**src/rtl/instr_fetch.sv**
```systemverilog
// Instruction fetch/sequencing stage: loadable program memory, PC stepping, one registered
// instruction (or NOP) per cycle. Optional macro IFETCH_LOOP_EN makes the program repeat forever.
module instr_fetch #(
  parameter int                     INSTR_WIDTH = 20,
  parameter int                     PC_BITS     = 5,
  parameter logic [INSTR_WIDTH-1:0] NOP_INSTR   = '0
) (
  input  logic                   clk,
  input  logic                   rst,
  input  logic                   load_en,
  input  logic [PC_BITS-1:0]     load_addr,
  input  logic [INSTR_WIDTH-1:0] load_data,
  input  logic [PC_BITS:0]       prog_len,
  input  logic                   start,
  input  logic                   abort,
  input  logic                   stall,
  output logic [INSTR_WIDTH-1:0] instruction,
  output logic [PC_BITS-1:0]     pc,
  output logic                   busy,
  output logic                   done
);

  typedef enum logic [1:0] {IDLE, RUN, DONE} state_t;

  localparam int DEPTH = 2 ** PC_BITS;

  state_t                 state_q;
  logic [PC_BITS-1:0]     pc_q;
  logic [PC_BITS:0]       len_q;
  logic [INSTR_WIDTH-1:0] instr_q;
  logic [INSTR_WIDTH-1:0] mem_q [DEPTH];

  logic                   last_d;
  logic [PC_BITS-1:0]     pc_d;

  // last_d flags the issue of the final word; pc_d naturally wraps at 2^PC_BITS
  assign last_d = ({1'b0, pc_q} == (len_q - {{PC_BITS{1'b0}}, 1'b1}));
  assign pc_d   = pc_q + {{(PC_BITS-1){1'b0}}, 1'b1};

  // Program memory is deliberately left out of reset; writes are locked out while running
  always_ff @(posedge clk) begin
    if (load_en && (state_q != RUN)) begin
      mem_q[load_addr] <= load_data;
    end
  end

  always_ff @(posedge clk or negedge rst) begin
    if (!rst) begin
      state_q <= IDLE;
      pc_q    <= '0;
      len_q   <= '0;
      instr_q <= NOP_INSTR;
    end else begin
      case (state_q)
        RUN: begin
          if (abort) begin
            state_q <= IDLE;
            pc_q    <= '0;
            instr_q <= NOP_INSTR;
          end else if (stall) begin
            instr_q <= NOP_INSTR;
          end else begin
            instr_q <= mem_q[pc_q];
`ifdef IFETCH_LOOP_EN
            pc_q    <= last_d ? '0 : pc_d;
`else
            pc_q    <= pc_d;
            if (last_d) begin
              state_q <= DONE;
            end
`endif
          end
        end
        default: begin
          instr_q <= NOP_INSTR;
          if (start) begin
            len_q   <= prog_len;
            pc_q    <= '0;
            state_q <= (prog_len != '0) ? RUN : DONE;
          end
        end
      endcase
    end
  end

  assign instruction = instr_q;
  assign pc          = pc_q;
  assign busy        = (state_q == RUN);
  assign done        = (state_q == DONE);

endmodule

```
**config.mk**
```make
export PLATFORM = sky130hd
export DESIGN_NAME = instr_fetch
export DESIGN_NICKNAME = d
export VERILOG_FILES = /design/src/rtl/instr_fetch.sv
export SDC_FILE = /design/constraint.sdc
export NUM_CORES = 1
export LEC_CHECK = 0
export CAP_MARGIN = 20
export CORE_UTILIZATION = 55
export CTS_CLUSTER_SIZE = 8
export DETAILED_ROUTE_END_ITERATION = 12
export PLACE_DENSITY = 0.68
export SETUP_SLACK_MARGIN = 0.2
export SYNTH_ARGS = -nofsm -noshare
export SYNTH_HDL_FRONTEND = slang
export SYNTH_SLANG_ARGS = --single-unit
```
**constraint.sdc**
```tcl
create_clock -name clk -period 5.5 [get_ports clk]
set_clock_uncertainty 0.1 [all_clocks]
set_input_delay 1.1 -clock clk [delete_from_list [all_inputs] [get_ports clk]]
set_output_delay 1.1 -clock clk [all_outputs]
set_load 0.01 [all_outputs]
```
==> results of run 1 <==
## cells by family after synthesis
family	count (synthesis)	synth area share (%)
DFF	673	77.4
AOI/OAI and AO/OA	84	2.22
muxes	209	15.8
buffers and inverters	67	1.35
xor gates and xnor gates	9	0.304
and+or+nand+nor	157	2.77
adders and majority gates	2	0.0966
## Yosys cell counts (4+ instances only)
| library cell | number |
|---|---|
| or3_1 | 5 |
| clkbuf_1 | 31 |
| o21ai_0 | 10 |
| xnor2_1 | 6 |
| buf_4 | 4 |
| o21ai_1 | 10 |
| a21oi_1 | 22 |
| mux4_2 | 160 |
| edfxtp_1 | 640 |
| mux2_2 | 7 |
| mux2i_1 | 42 |
| nand2b_1 | 21 |
| buf_2 | 17 |
| a221oi_1 | 11 |
| nand2_1 | 51 |
| nor2_1 | 61 |
| dfrtp_1 | 33 |
| o31a_1 | 20 |
| buf_6 | 8 |
| o2111ai_1 | 9 |
## stage by stage
step,setup WS [ns],std cells,hold slack (ns),area [um^2]
2_1_floorplan,2.48,1201,0.396,25900
3_3_place_gp,1.75,1860,0.415,27400
3_5_place_dp,1.71,1865,0.418,27500
4_1_cts,1.85,2005,0.437,30100
5_1_grt,1.87,2011,0.468,30200
6_report,1.93,2011,0.432,30200
## per-layer routing
| metal | routed length, um | share of wire, % |
|---|---|---|
| met5 | 0 | 0 |
| met4 | 1640 | 2.7 |
| met3 | 6450 | 11 |
| met2 | 27200 | 45 |
| met1 | 25000 | 41 |
## area by class of cell
cell class	instances	area, um^2
clock buffers	135	2570
clock inverters	5	43.8
fillers	3063	16200
inverters	3	11.3
multi-input cells	461	5580
flip-flops and latches	673	20100
well taps	607	759
repair buffers	127	1230
## sequential cells by signal (all words and copies together), names as in the netlist
signal,count
instruction,20
state_q,2
pc,5
mem_q,640
len_q,6
## where the power goes
group,switching [mW],total [mW],internal (mW)
Clock,1.99,5.16,3.18
Sequential,0.159,5.88,5.72
Combinational,0.830,1.61,0.776
Total,2.98,12.7,9.67
## layout by cell type, fill, tap and decap left out, types with 10 or more instances in the layout
cell / n
edfxtp_1: 640
mux4_2: 160
clkbuf_16: 97
clkdlybuf4s50_1: 60
nand2_1: 51
buf_4: 51
mux2i_1: 42
clkbuf_1: 38
nor2_2: 32
dfrtp_1: 30
nor2_1: 29
a21oi_1: 22
nand2b_1: 21
o31a_1: 20
a221oi_1: 11
o21ai_1: 10
o21ai_0: 10
## how the worst min path moves through the flow
stage | cells past startpoint | endpoint | slack, ns
after detailed placement | 1 | len_q[1]$_DFFE_PN0P_ | 0.42
after CTS | 1 | len_q[1]$_DFFE_PN0P_ | 0.44
after global placement | 1 | len_q[5]$_DFFE_PN0P_ | 0.42
after global routing | 1 | len_q[5]$_DFFE_PN0P_ | 0.47
final | 1 | len_q[1]$_DFFE_PN0P_ | 0.43
after floorplan | 1 | len_q[1]$_DFFE_PN0P_ | 0.40
==> summary.md, run 1 <==
| Metric | Value |
|---|---|
| Total CTS buffers | 94 |
| Top Usage Layer GRT | met1 |
| HP Class | reg -> reg |
| VDD IR-drop max | 0.000264 V |
| P per Cell Area | 418 mW/mm^2 |
| # DRC | 0 |
| Number of global-route vias before repair | 12600 |
| Worst setup path start | pc[2]$_DFFE_PN0P_ |
| ANT cells | 0 |
| Clk_lat worst skew | 0.62 ns |
| Worst path bufs/invs | 1 |
| H-tree level count | 3 |
| Via count | 12700 |
| Unrepaired setup endpoints after global routing | false |
| Cells along the critical path | clkdlybuf4s50_1 |
| Syn Inst Count | 1201 |
| CTS tree | built |
| Dpl hpwl | 35.3 mm |
| Slew headroom | 27.9% |
| Ys flop type | edfxtp_1 |
| Fraction of layout cells with a size suffix above 1 | 26.6% |
| Met1 global-route usage | 38.6% |
| Initial DRC count | 1286 |
| Gr usage total | 26.2% |
| Largest fanout on the critical path | 54 |
| First-pass GRT wire length | 86.9 mm |
| Setup tns final | 0 ns |
| Die Ht | 219 um |
| Max Fclk | 280 MHz |
| Full die area | 0.0479 mm^2 |
| CTS resizes | 0 |
| Die Width | 219 um |
| CTS root buffer | clkbuf_16 |
| Status | complete, no violations |
| WP data required | 4.30 ns |
| Worst setup SP type | flop |
| Mean Syn Cell Area | 21.6 um^2 |
| Delay-heaviest family, CP | flip-flops |
| Post-synth EDFFs | 640 |
| GR Util met2 | 37.5% |
| Syn_nets | 1240 |
| Critical path depth | 1 |
| Gpl congestion | 0.837 |
| CP arrival | 2.37 ns |
| Yosys warnings | 0 |
| # IOs | 64 |
| Ranking of synthesized cells by area | edfxtp_1 74%, mux4_2 14%, dfrtp_1 3.2% |
| Hold Vio Cnt, Final | 0 |
| Slew @ Worst Pin | 1.08 ns |
| Ys async rst share | 4.90% |
| GR Layer Usage met3 | 7.65% |
| Clk buf depth | 3 |
| Tmin final | 3.57 ns |
| Largest net degree at the start of global routing | 60 |
| Final setup violation count | 0 |
| Yosys top cell area share | 74.2% |
| Site Rows | 79 |
| Post-route ant nets | 0 |
| Worst R2R Start | pc[0]$_DFFE_PN0P_ |
| Sequential area share after synthesis | 77.4% |
| Number of hold buffers added after cts | 0 |
| Synthesized area | 0.0259 mm^2 |
| Initial DRT Pass Iterations | 5 |
| Design Power | 12.7 mW |
| Kind of end point of the critical path | output pin |
| Leak | 9.40 nW |
| Avg Vias per Cell | 6.33 |
| Initial Utilization | 55.7% |
| Critical path's slowest cell | dfrtp_4 |
| MaxCap Viol Count | 0 |
| Synthesis-to-finish area growth | 16.8% |
| WS Path Type | reg -> out |
| Worst R2R Setup Slack | 2.32 ns |
| Core Util, Final | 65.1% |
| WL/cell | 29.9 um |
| I/O Buffers | 63 |
| Max-slew violations | 0 |
| FF-to-FF path depth | 5 |
| Reg2reg end | instruction[5]$_DFF_PN0_ |
| Core ar. | 0.0465 mm^2 |
| Sink Count | 673 |
| HP Start | len_q[1]$_DFFE_PN0P_ |
| Post-synth cell types | 39 |
| Final WL | 60.2 mm |
| Grt total ovfl | 0 |
| Synth Register Bits | 673 |
| Fin nets | 1399 |
| Setup crit end | pc[2] |
| Setup Fix Bufs, Post-CTS | 0 |
| CP peak stage delay | 1.04 ns |
| Leading area contributor after synthesis | edfxtp_1 |
| Clk slew on worst S/H paths | 0.05 ns |
| Initial antenna violation count | 0 |
| Period utilisation layout | 64.9% |
Note: power is estimated with default switching activity, not from simulation.
==> run 2: changes to the inputs <==
Settings changed: PLACE_DENSITY 0.68 to 0.71.
Clock period 5.5 ns to 2.9 ns, I/O delays scaled along.
==> summary.md, run 2 (synthesis results as in run 1) <==
| Metric | Value |
|---|---|
| Status | complete, no violations |
| Largest reg by FF count | mem_q |
| Post-route ant nets | 0 (unchanged) |
| Fraction of layout cells with a size suffix above 1 | 28.3% (+1.7 points) |
| Die Width | 219 um (unchanged) |
| Clk_lat worst skew | 0.62 ns (about the same) |
| Avg Vias per Cell | 6.24 (-1.3%) |
| Final WL | 58.7 mm (-2.4%) |
| WP data required | 2.22 ns (-2.08 ns) |
| Max reg flops | 640 (unchanged) |
| Largest net degree at the start of global routing | 44 (-27%) |
| Synthesis-to-finish area growth | 19.2% |
| VDD IR-drop max | 0.000570 V (+120%) |
| WL/cell | 28.5 um (-4.9%) |
| Setup tns final | 0 ns (unchanged) |
| CP arrival | 1.93 ns (-0.44 ns) |
| Max-slew violations | 0 (unchanged) |
| Site Rows | 79 (unchanged) |
| Power Internal | 18.6 mW (+92%) |
| Switching pwr | 5.58 mW (+87%) |
| I/O Buffers | 63 (unchanged) |
| Sink Count | 673 (unchanged) |
| # DRC | 0 (unchanged) |
| Design Power | 24.2 mW (+91%) |
| Grt total ovfl | 0 (unchanged) |
| Period utilisation layout | 90.1% |
| Sequential fraction of design power | 45.7% (-0.8 points) |
| Core ar. | 0.0465 mm^2 (unchanged) |
| Tmin final | 2.61 ns |
| Most frequent cells in the layout | 640 x edfxtp_1, 160 x mux4_2, 98 x clkbuf_16 |
| Clk buf depth | 3 (unchanged) |
| Kind of end point of the critical path | output pin |
| Fin Hold WS | 0.437 ns (+0.00510 ns) |
| Clk slew on worst S/H paths | 0.05 ns (about the same) |
| CTS tree | built |
| Leak | 9.68 nW (+3.0%) |
| Number of global-route vias before repair | 13200 (+4.5%) |
| Logic gate share of total power | 13.4% (+0.7 points) |
| Dpl hpwl | 35.1 mm (-0.59%) |
| Max Fclk | 383 MHz |
| Initial Utilization | 55.7% (unchanged) |
| Initial DRC count | 1501 (+17%) |
| Die Ht | 219 um (unchanged) |
| Initial antenna violation count | 0 (unchanged) |
| MaxCap Viol Count | 0 (unchanged) |
| Slew headroom | 37.6% (+9.8 points) |
| Core Util, Final | 66.4% (+1.3 points) |
| Fin nets | 1439 (+2.9%) |
| Full die area | 0.0479 mm^2 (unchanged) |
| Hold Vio Cnt, Final | 0 (unchanged) |
| Gpl congestion | 0.845 (+0.97%) |
| Clk pwr share | 40.9% (about the same) |
| WS Path Type | reg -> out |
| First-pass GRT wire length | 86.9 mm (about the same) |
| Most common cell after layout, fill and taps aside | edfxtp_1 |
| Final setup violation count | 0 (unchanged) |
| Gr usage total | 25.8% (-0.39 points) |
| P per Cell Area | 783 mW/mm^2 (+87%) |
| H-tree level count | 3 (unchanged) |
| Largest fanout on the critical path | 11 (-80%) |
| # IOs | 64 (unchanged) |
| Unrepaired setup endpoints after global routing | false |
| Sw Share | 23.1% (-0.42 points) |
| Via count | 12900 (+1.2%) |
| ANT cells | 0 (unchanged) |
| Worst setup SP type | flop |
| Fill cells | 3002 (-2.0%) |
| Initial DRT Pass Iterations | 5 (unchanged) |
| Total CTS buffers | 94 (unchanged) |
| Slew @ Worst Pin | 0.935 ns (-0.145 ns) |
| HP Class | reg -> reg |
| CTS root buffer | clkbuf_16 |
run 2: worst paths after layout:
check	end	slack, ns	startpoint	cells after the start
max	pc[0]	0.29	pc[0]$_DFFE_PN0P_	2
min	len_q[5]$_DFFE_PN0P_	0.44	len_q[5]$_DFFE_PN0P_	1
max reg2reg	instruction[18]$_DFF_PN0_	0.37	pc[0]$_DFFE_PN0P_	5
min reg2reg	len_q[5]$_DFFE_PN0P_	0.44	len_q[5]$_DFFE_PN0P_	1
max in group asynchronous	pc[2]$_DFFE_PN0P_	1.48	rst	2
min in group asynchronous	len_q[3]$_DFFE_PN0P_	0.53	rst	2
run 2: what timing repair did:
item	in CTS	in global routing
hold buffers	1	0
hold endpoints to repair	9	0
endpoints found under the setup margin	3	1
gates resized for setup	3	0
buffers inserted	1	0
cloned	1	1
run 2: layer usage:
layer,share of wire (%),track usage [%],vias to the layer above
met3,8.4,4.88,80
met4,2.7,9.98,0
met1,41,36.6,6763
met2,48,40.1,655
met5,0,0,-
li1,-,-,5383
run 2: metrics by stage:
stage                     cells  setup slack (ns)  area, um^2
after floorplan            1201             0.390       25900
after global placement     1907             0.183       28100
after detailed placement   1907             0.180       28100
after CTS                  2062             0.216       30800
after global routing       2063             0.221       30900
final                      2063             0.288       30900
run 2: area by class of cell:
class / instances / area, um^2 / area share [%]
inverter: 3 / 11.3 / 0.0365
timing repair buffer: 167 / 1770 / 5.73
sequential: 673 / 20100 / 65.0
clock buffer: 148 / 2620 / 8.49
clock inverter: 4 / 48.8 / 0.158
multi-input combinational: 461 / 5590 / 18.1
tap: 607 / 759 / 2.46
run 2: power groups by stage:
stage | combinational [mW] | sequential, mW | clock (mW)
2_1_floorplan | 2.17 | 11.1 | 0
3_3_place_gp | 3.17 | 11.2 | 0
3_5_place_dp | 3.19 | 11.2 | 0
4_1_cts | 3.27 | 11.0 | 10.0
5_1_grt | 3.47 | 11.0 | 10.4
6_report | 3.24 | 11.0 | 9.88
run 2: worst max-delay path, cell delays in order, from the launching register on:
cell and delay [ns]:
dfrtp_4 0.56, buf_16 0.20, clkdlybuf4s50_1 0.55
==> run 3: changes to the inputs <==
Clock period 2.9 ns to 2.2 ns, I/O delays scaled along.
==> summary.md, run 3 (synthesis results as in run 1) <==
| Metric | Value |
|---|---|
| Status | finished, violations left |
| Violated checks | negative setup slack |
| Final WL | 66.5 mm (+13%) |
| WP data required | 2.57 ns (+0.35 ns) |
| Initial antenna violation count | 3 (+3) |
| Post-route insts no fill | 2173 (+5.3%) |
| CTS tree | built |
| CP peak stage delay | 0.49 ns (-0.07 ns) |
| Largest net degree at the start of global routing | 42 (-4.5%) |
| Sink Count | 673 (unchanged) |
| Slew @ Worst Pin | 0.481 ns (-0.454 ns) |
| H-tree level count | 3 (unchanged) |
| Unrepaired setup endpoints after global routing | true |
| Hold Vio Cnt, Final | 0 (unchanged) |
| Most common cell after layout, fill and taps aside | edfxtp_1 |
| Fraction of layout cells with a size suffix above 1 | 39.0% (+11 points) |
| Max reg flops | 640 (unchanged) |
| Cells along the critical path | buf_4, buf_12, buf_16, mux4_2, a221oi_1, o21ai_2, buf_6, o31a_1 |
| Tmin final | 2.43 ns |
| Gr usage total | 27.7% (+1.9 points) |
| Clk pwr share | 38.0% (-2.9 points) |
| Power Internal | 25.6 mW (+38%) |
| First-pass GRT wire length | 92.6 mm (+6.6%) |
| Period utilisation layout | 110% |
| Sw Share | 23.9% (+0.81 points) |
| Kind of end point of the critical path | flop |
| P per Cell Area | 1020 mW/mm^2 (+30%) |
| Largest reg by FF count | mem_q |
| WL/cell | 30.6 um (+7.5%) |
| Via count | 13700 (+6.6%) |
| Fin nets | 1578 (+9.7%) |
| VDD IR-drop max | 0.000625 V (+9.5%) |
| Initial Utilization | 55.7% (unchanged) |
| Grt total ovfl | 0 (unchanged) |
| Post-route ant nets | 0 (unchanged) |
| I/O Buffers | 63 (unchanged) |
| Clk slew on worst S/H paths | 0.05 ns (about the same) |
| Setup tns final | -2.40 ns (-2.40 ns) |
| Switching pwr | 8.04 mW (+44%) |
| Synthesis-to-finish area growth | 27.5% |
| Max-slew violations | 0 (unchanged) |
| Die Ht | 219 um (unchanged) |
| Gpl congestion | 0.866 (+2.4%) |
| Critical path's slowest cell | dfrtp_4 |
| Site Rows | 79 (unchanged) |
| Most frequent cells in the layout | 640 x edfxtp_1, 160 x mux4_2, 139 x buf_4 |
| Sequential fraction of design power | 43.0% (-2.7 points) |
| Final setup violation count | 21 (+21) |
| Clk buf depth | 3 (unchanged) |
| Number of hold buffers added after cts | 0 (-1) |
| CP arrival | 2.80 ns (+0.87 ns) |
| Full die area | 0.0479 mm^2 (unchanged) |
| Avg Vias per Cell | 6.32 (+1.2%) |
| Largest fanout on the critical path | 7 (-4) |
| Core ar. | 0.0465 mm^2 (unchanged) |
| Slew headroom | 67.9% (+30 points) |
| Number of global-route vias before repair | 14000 (+5.8%) |
| Initial DRT Pass Iterations | 7 (+2) |
| MaxCap Viol Count | 0 (unchanged) |
| Logic gate share of total power | 19.0% (+5.6 points) |
| Die Width | 219 um (unchanged) |
| HP Class | in -> async |
| Initial DRC count | 1902 (+27%) |
| Dpl cells | 1991 (+4.4%) |
| # IOs | 64 (unchanged) |
| CTS root buffer | clkbuf_16 |
| Total CTS buffers | 94 (unchanged) |
| Max Fclk | 412 MHz |
| Worst setup SP type | flop |
| Clk_lat worst skew | 0.62 ns (about the same) |
| Design Power | 33.6 mW (+39%) |
| Post-route setup slack | -0.227 ns (-0.514 ns) |
| Leak | 10.8 nW (+12%) |
| # DRC | 0 (unchanged) |
| Dpl hpwl | 36.3 mm (+3.3%) |
| WS Path Type | reg -> reg |
[run 3: changes by cell type in the layout (fill, tap and decap cells not counted), moves of 16 or more]
cell	delta
buf_12	+28
buf_16	+16
buf_4	+63
buf_6	+23
clkbuf_1	-31
clkdlybuf4s50_1	-26
dlygate4sd2_1	+20
[run 3: metal layers]
metal,vias to the layer above,track usage (%),wire [um]
met1,7180,38.1,25800
met2,799,43.7,32000
met5,-,0,0
met3,117,5.97,6180
met4,0,11.0,2440
li1,5638,-,-
[run 3: final cells by class]
cell class / instances / area, um^2
repair buffers: 306 / 3680
clock inverters: 5 / 43.8
multi-input cells: 461 / 5970
inverters: 3 / 13.8
clock buffers: 117 / 2500
fillers: 2669 / 13400
flip-flops and latches: 673 / 20100
diodes: 1 / 2.50
well taps: 607 / 759
[run 3: through the flow]
step | worst slack [ns] | hold slack (ns) | util, % | area (um^2)
finish | -0.227 | 0.173 | 71.1 | 33000
floorplan | -0.0940 | 0.0444 | - | 25900
CTS | -0.163 | 0.152 | 69.9 | 32500
detailed placement | -0.268 | 0.444 | 62.4 | 29000
global route | -0.271 | 0.205 | 71.1 | 33000
global placement | -0.218 | 0.418 | 62.4 | 29000
[run 3: what timing repair did]
item                       CTS  global route
gates resized for setup    152            45
setup endpoints to repair  205           103
pin swaps                   14            10
cloned                      13             7
setup buffers               21            18
[run 3: power by group through the flow]
stage | clock [mW] | sequential [mW] | combinational, mW
after detailed placement | 0 | 14.7 | 5.00
after global placement | 0 | 14.7 | 4.94
final | 12.8 | 14.5 | 6.39
after global routing | 13.4 | 14.5 | 6.67
after CTS | 12.9 | 14.5 | 5.84
after floorplan | 0 | 14.7 | 2.87
[run 3: final timing paths]
| check | startpoint | endpoint | slack [ns] | cells after the start |
|---|---|---|---|---|
| max in group asynchronous | rst | pc[1]$_DFFE_PN0P_ | 1.45 | 2 |
| worst min-delay path | rst | instruction[3]$_DFF_PN0_ | 0.17 | 2 |
| worst max register to register | pc[0]$_DFFE_PN0P_ | instruction[8]$_DFF_PN0_ | -0.23 | 8 |
| worst min register to register | len_q[5]$_DFFE_PN0P_ | len_q[5]$_DFFE_PN0P_ | 0.46 | 1 |
| worst max-delay path | pc[0]$_DFFE_PN0P_ | instruction[8]$_DFF_PN0_ | -0.23 | 8 |
| min in group clk | prog_len[4] | len_q[4]$_DFFE_PN0P_ | 0.36 | 2 |
[run 3: worst max-delay path: cells and delay by family, from the launching register on]
family	cells	cell delay, ns
flip-flops	1	0.49
buffers and inverters	4	0.57
multiplexers	1	0.44
AO/OA/AOI/OAI	3	0.67
